[src/rtl/univ_shift_reg_pkg.sv]
// Shared types and the single-step shift/rotate function for univ_shift_reg.
// The step function works on a MAX_W-wide container; callers pass their real width.
package univ_shift_reg_pkg;

  localparam int MAX_W = 64;

  typedef enum logic [2:0] {
    OP_HOLD   = 3'd0,
    OP_LOAD   = 3'd1,
    OP_SHL    = 3'd2,
    OP_SHR    = 3'd3,
    OP_ROL    = 3'd4,
    OP_ROR    = 3'd5,
    OP_TOGGLE = 3'd6,
    OP_CLEAR  = 3'd7
  } op_e;

  typedef enum logic [1:0] {
    S_IDLE = 2'd0,
    S_RUN  = 2'd1,
    S_DONE = 2'd2
  } state_e;

  typedef struct packed {
    logic [MAX_W-1:0] q;
    logic             ej;
  } step_t;

  function automatic logic is_shift_op(input op_e op);
    return (op == OP_SHL) || (op == OP_SHR) || (op == OP_ROL) || (op == OP_ROR);
  endfunction

  // One shift/rotate step on the low w bits of q; bits above w stay zero.
  function automatic step_t step(input logic [MAX_W-1:0] q, input op_e op,
                                 input logic sin, input int w);
    logic [MAX_W-1:0] msb_m;
    logic [MAX_W-1:0] mask;
    logic             msb;
    logic             lsb;
    step_t            r;
    msb_m = MAX_W'(1) << (w - 1);
    // when w == MAX_W the shifted term wraps to zero and mask becomes all ones
    mask  = (msb_m << 1) - MAX_W'(1);
    msb   = |(q & msb_m);
    lsb   = q[0];
    r.q   = q;
    r.ej  = 1'b0;
    case (op)
      OP_SHL: begin
        r.q  = ((q << 1) | MAX_W'(sin)) & mask;
        r.ej = msb;
      end
      OP_SHR: begin
        r.q  = (q >> 1) | (sin ? msb_m : '0);
        r.ej = lsb;
      end
      OP_ROL: begin
        r.q  = ((q << 1) | MAX_W'(msb)) & mask;
        r.ej = msb;
      end
      OP_ROR: begin
        r.q  = (q >> 1) | (lsb ? msb_m : '0);
        r.ej = lsb;
      end
      default: ;
    endcase
    return r;
  endfunction

endpackage

[src/rtl/univ_shift_reg_if.sv]
// Request/result bundle for univ_shift_reg; master issues ops, slave is the register.
interface univ_shift_reg_if #(
  parameter int WIDTH = 8,
  parameter int AMTW  = 4
) ();

  logic             start;
  logic [2:0]       op;
  logic [WIDTH-1:0] d;
  logic [AMTW-1:0]  amt;
  logic             sin;
  logic [WIDTH-1:0] q;
  logic [WIDTH-1:0] qbar;
  logic             sout;
  logic             busy;
  logic             done;

  modport master (
    output start, op, d, amt, sin,
    input  q, qbar, sout, busy, done
  );

  modport slave (
    input  start, op, d, amt, sin,
    output q, qbar, sout, busy, done
  );

endinterface

[src/rtl/univ_shift_reg.sv]
// Universal WIDTH-bit register: load/clear/toggle/hold in one edge, shift/rotate
// by amt steps at one bit per clock, with start/busy/done sequencing.
//
// state  | meaning
// S_IDLE | waiting for start; request fields sampled here only
// S_RUN  | multi-step shift/rotate in progress, rem_q steps left
// S_DONE | done pulse cycle; start ignored
module univ_shift_reg
  import univ_shift_reg_pkg::*;
#(
  parameter int WIDTH = 8,
  parameter int AMTW  = 4
) (
  input logic            clk,
  input logic            rst,
  univ_shift_reg_if.slave bus
);

  state_e           state_q, state_d;
  logic [WIDTH-1:0] q_q, q_d;
  logic             sout_q, sout_d;
  logic             done_q, done_d;
  logic             busy_q, busy_d;
  op_e              op_q, op_d;
  logic [AMTW-1:0]  rem_q, rem_d;

  op_e              req_op;
  step_t            acc_step;
  step_t            run_step;
  logic             step_unused;

  assign req_op   = op_e'(bus.op);
  assign acc_step = step(MAX_W'(q_q), req_op, bus.sin, WIDTH);
  assign run_step = step(MAX_W'(q_q), op_q, bus.sin, WIDTH);
  // container bits above WIDTH are always zero
  assign step_unused = ^{acc_step, run_step};

  always_ff @(posedge clk or negedge rst) begin
    if (!rst) begin
      state_q <= S_IDLE;
      q_q     <= '0;
      sout_q  <= 1'b0;
      done_q  <= 1'b0;
      busy_q  <= 1'b0;
      op_q    <= OP_HOLD;
      rem_q   <= '0;
    end else begin
      state_q <= state_d;
      q_q     <= q_d;
      sout_q  <= sout_d;
      done_q  <= done_d;
      busy_q  <= busy_d;
      op_q    <= op_d;
      rem_q   <= rem_d;
    end
  end

  always_comb begin
    state_d = state_q;
    q_d     = q_q;
    sout_d  = sout_q;
    op_d    = op_q;
    rem_d   = rem_q;
    unique case (state_q)
      S_IDLE: begin
        if (bus.start) begin
          state_d = S_DONE;
          if (is_shift_op(req_op)) begin
            if (bus.amt != '0) begin
              q_d    = acc_step.q[WIDTH-1:0];
              sout_d = acc_step.ej;
              if (bus.amt != AMTW'(1)) begin
                op_d    = req_op;
                rem_d   = bus.amt - AMTW'(1);
                state_d = S_RUN;
              end
            end
          end else begin
            case (req_op)
              OP_LOAD:   q_d = bus.d;
              OP_TOGGLE: q_d = q_q ^ bus.d;
              OP_CLEAR:  q_d = '0;
              default:   ;
            endcase
          end
        end
      end
      S_RUN: begin
        q_d    = run_step.q[WIDTH-1:0];
        sout_d = run_step.ej;
        rem_d  = rem_q - AMTW'(1);
        if (rem_q == AMTW'(1)) begin
          state_d = S_DONE;
        end
      end
      S_DONE: begin
        state_d = S_IDLE;
      end
      default: begin
        state_d = S_IDLE;
      end
    endcase
    // register the decoded flags so done/busy are clean flop outputs
    done_d = (state_d == S_DONE);
    busy_d = (state_d != S_IDLE);
  end

  assign bus.q    = q_q;
  assign bus.qbar = ~q_q;
  assign bus.sout = sout_q;
  assign bus.busy = busy_q;
  assign bus.done = done_q;

endmodule

[src/flat_wrapper.sv]
// flat-port wrapper written by rule: the top's interface ports become plain ports
module univ_shift_reg_flat import univ_shift_reg_pkg::*;
#(
  parameter int WIDTH = 8,
  parameter int AMTW  = 4
)
  (clk, rst, bus_start, bus_op, bus_d, bus_amt, bus_sin, bus_q, bus_qbar, bus_sout, bus_busy, bus_done);
  univ_shift_reg_if #(.WIDTH(WIDTH), .AMTW(AMTW)) bus_i ();
  input logic clk;
  input logic rst;
  input wire logic [$bits(bus_i.start)-1:0] bus_start;
  input wire logic [$bits(bus_i.op)-1:0] bus_op;
  input wire logic [$bits(bus_i.d)-1:0] bus_d;
  input wire logic [$bits(bus_i.amt)-1:0] bus_amt;
  input wire logic [$bits(bus_i.sin)-1:0] bus_sin;
  output wire logic [$bits(bus_i.q)-1:0] bus_q;
  output wire logic [$bits(bus_i.qbar)-1:0] bus_qbar;
  output wire logic [$bits(bus_i.sout)-1:0] bus_sout;
  output wire logic [$bits(bus_i.busy)-1:0] bus_busy;
  output wire logic [$bits(bus_i.done)-1:0] bus_done;
  assign bus_i.start = bus_start;
  assign bus_i.op = bus_op;
  assign bus_i.d = bus_d;
  assign bus_i.amt = bus_amt;
  assign bus_i.sin = bus_sin;
  assign bus_q = bus_i.q;
  assign bus_qbar = bus_i.qbar;
  assign bus_sout = bus_i.sout;
  assign bus_busy = bus_i.busy;
  assign bus_done = bus_i.done;
  univ_shift_reg #(.WIDTH(WIDTH), .AMTW(AMTW)) u_core (.clk(clk), .rst(rst), .bus(bus_i));
endmodule
[config.mk]
export PLATFORM = sky130hd
export DESIGN_NAME = univ_shift_reg_flat
export DESIGN_NICKNAME = d
export VERILOG_FILES = /design/src/rtl/univ_shift_reg_pkg.sv /design/src/rtl/univ_shift_reg_if.sv /design/src/rtl/univ_shift_reg.sv /design/src/flat_wrapper.sv
export SDC_FILE = /design/constraint.sdc
export NUM_CORES = 1
export LEC_CHECK = 0
export CELL_PAD_IN_SITES_DETAIL_PLACEMENT = 2
export CELL_PAD_IN_SITES_GLOBAL_PLACEMENT = 2
export CORE_MARGIN = 1.5
export CORE_UTILIZATION = 25
export DETAILED_ROUTE_END_ITERATION = 16
export PLACE_DENSITY_LB_ADDON = 0.12
export SLEW_MARGIN = 20
export SYNTH_ARGS = -nofsm -noshare
export SYNTH_HDL_FRONTEND = slang
export SYNTH_SLANG_ARGS = --single-unit
export TNS_END_PERCENT = 1
[constraint.sdc]
create_clock -name clk -period 3.5 [get_ports clk]
set_clock_uncertainty 0.15 [all_clocks]
set_input_delay 0.35 -clock clk [delete_from_list [all_inputs] [get_ports clk]]
set_output_delay 0.35 -clock clk [all_outputs]
set_load 0.1 [all_outputs]
==> reports/metrics.yaml <==
fp.dieH_um: 83.45
max_slew_margin: 0.3470
grt_antenna_before_repair: 0
rr_startpoint: "u_core.state_q[0]$_DFF_PN0_"
worstSetupStartpoint: "bus_op[1]"
postSynth.asyncResetShare: 1.000
crit_path_top_delay_cell: "clkdlybuf4s50_1"
synth_area_per_cell_sq_um: 8.426
path_cells: "clkdlybuf4s50_1, inv_1, ha_1, a211o_1, a32oi_4, a31oi_1, o221ai_1"
netlist_area_sq_mm: 0.001618
via_per_inst: 5.281
synthDominantCellAreaShare: 0.3094
period_needed_ns: 2.681
drv_cap: 0
cts_root_buffer: "clkbuf_8"
io_pins: 38
finalWeightedCongestion: 0.7635
clk_latency_ns: 0.27
gr-total-overflow: 0
n_antenna_cell: 0
finalHoldViolCount: 0
critical_path.top_delay_family: "compound AO/OA/AOI/OAI gates"
worstRegToRegCells: 5
arrival_ns: 2.71
fin_crit_sh: 0.7660
cp-start-kind: "primary input"
crit_type: "primary input to flop"
status: "finished, final reports clean"
core-area_sq_mm: 0.006314
clk_path_buf_depth: 2
multi_input_area_sq_mm: 0.001012
synth-main-ff-cell: "dfrtp_1"
worst_pin_slew_ns: 0.9764
drc: 0
r2r_slack_ns: 1.27
setup_tns_ns: 0
routed_wl_um: 5496
die_w_um: 83.45
post-dp-hpwl_um: 4223
track_usage: 0.1585
clk_pin_slew_ns: 0.09
synthesis.nets: 219
synth_edf_count: 0
rr_endpoint: "u_core.bus.q[2]$_DFFE_PN0P_"
drtIter0Drc: 37
synth.most_common_cell: "dfrtp_1"
critPathMaxStageDelay_ns: 0.64
critPathRequiredTime_ns: 3.53
ys_seq_elements: 20
wire_per_inst_um: 18.14
layout-drive-gt1-share: 0.07080
rsz0062_at_grt: "false"
cts_tree: "yes"
grt_pass1_wl_um: 8921
cts_htree_levels: 1
die_area_sq_mm: 0.006963
via_count: 1600
synth_top_area_cell: "dfrtp_1"
regArea_sq_um: 500.5
fill_cells: 711
synthDistinctLibCells: 43
portBuffers: 37
max_freq_ghz: 0.3730
synth-warning-count: 0
critPathCaptureType: "flop"
dr.pass1.iters: 3
ys_seq_area_frac: 0.3094
drtAntennaViolNets: 0
grt_pass1_vias: 1739
yosys-top-cells-count: "20 x dfrtp_1, 19 x a21oi_1, 19 x nor2_1"
drv_slew: 0
nets: 254
syn_inst: 192
start_util: 0.2562
clkSinkCount: 20
setup_viol: 0
grt_max_degree: 21
critPathMaxFanout: 17
crit_buf_inv: 2
synth_area_leaders: "dfrtp_1 31%, ha_1 6.2%, a21oi_1 5.9%"
worstHoldPathType: "primary input to asynchronous set/reset pin"
core.rowCount: 29
syn_to_final_growth_pct: 30.55
cts_made_buffers: 3
[stage by stage]
stage                     hold slack [ns]  cells    util  setup slack (ns)  cell area (sq um)
after floorplan                  -0.09559    192       -            0.9588               1618
after detailed placement           0.4162    298  0.3224            0.5089               2036
final                              0.4280    303  0.3345            0.8189               2112
after global placement             0.3877    298  0.3224            0.5929               2036
after CTS                          0.4361    302  0.3337            0.7884               2107
after global routing               0.4679    303  0.3345            0.5846               2112
[layout make-up]
cell class                      count  area share
Timing Repair Buffer               38      0.1777
Inverter                           15     0.02666
Clock inverter                      1     0.01422
Sequential cell                    20      0.2370
Clock buffer                        3     0.01955
Tap cell                           77     0.04562
Multi-Input combinational cell    149      0.4793
[sequential cells by signal (all words and copies together), names as in the netlist]
register,cells
u_core.bus.busy,1
u_core.state_q,2
u_core.bus.done,1
u_core.bus.q,8
u_core.op_q,3
u_core.bus.sout,1
u_core.rem_q,4
[per-layer routing]
metal | up-vias | global-route usage | wire length, um
li1 | 772 | - | -
met1 | 803 | 0.1911 | 2392
met2 | 21 | 0.2986 | 2940
met3 | 4 | 0.02286 | 132
met4 | 0 | 0.03130 | 30
met5 | - | 0 | 0
[worst max path at each step]
stage	endpoint	slack, ns	depth (start not counted)
after detailed placement	u_core.bus.q[2]$_DFFE_PN0P_	0.51	7
after CTS	u_core.bus.q[2]$_DFFE_PN0P_	0.79	7
after global routing	u_core.bus.q[3]$_DFFE_PN0P_	0.58	7
final	u_core.bus.q[2]$_DFFE_PN0P_	0.82	7
after floorplan	u_core.bus.q[7]$_DFFE_PN0P_	0.96	4
after global placement	u_core.bus.q[3]$_DFFE_PN0P_	0.59	5
[repair_timing]
action | CTS | global route
gates resized for setup | 0 | 0
hold buffers | 0 | 1
setup buffers | 0 | 0
endpoints found under the setup margin | 0 | 0
hold endpoints to repair | 0 | 20
[cells in the final DEF (no fill, tap or decap), drive strengths merged, types with 2 or more instances in the layout]
master          n
a211oi          2
a21boi          2
a21oi          19
a22oi           8
a31oi           6
and3b           4
clkbuf          3
clkdlybuf4s50  36
dfrtp          20
ha              8
inv            15
mux2            6
nand2          12
nand3           2
nor2           20
nor2b           5
nor3            4
o21ai          15
o221ai          7
o22ai           2
o31ai           2
o32ai           2
xnor2           5
xor2            4
[worst reg2reg max path, stage by stage (launching register included)]
cell      delay [ns]
dfrtp_1         0.61
nor2b_1         0.33
nand2_1         0.20
a32oi_4         0.51
a31oi_1         0.16
o221ai_1        0.18
[cell families after synthesis]
kind of cell / after synthesis / share of synthesized area
flip-flops: 20 / 0.3094
adder cells (fa/ha/maj): 8 / 0.06187
multiplexers: 6 / 0.04176
AO/OA/AOI/OAI: 72 / 0.3055
buffers and inverters: 23 / 0.06496
XOR/XNOR: 9 / 0.04872
AND/OR/NAND/NOR: 54 / 0.1678
Power is left out: the tool's default activity adds up to more than one toggle a clock period on the data nets, which glitch-free logic cannot reach.
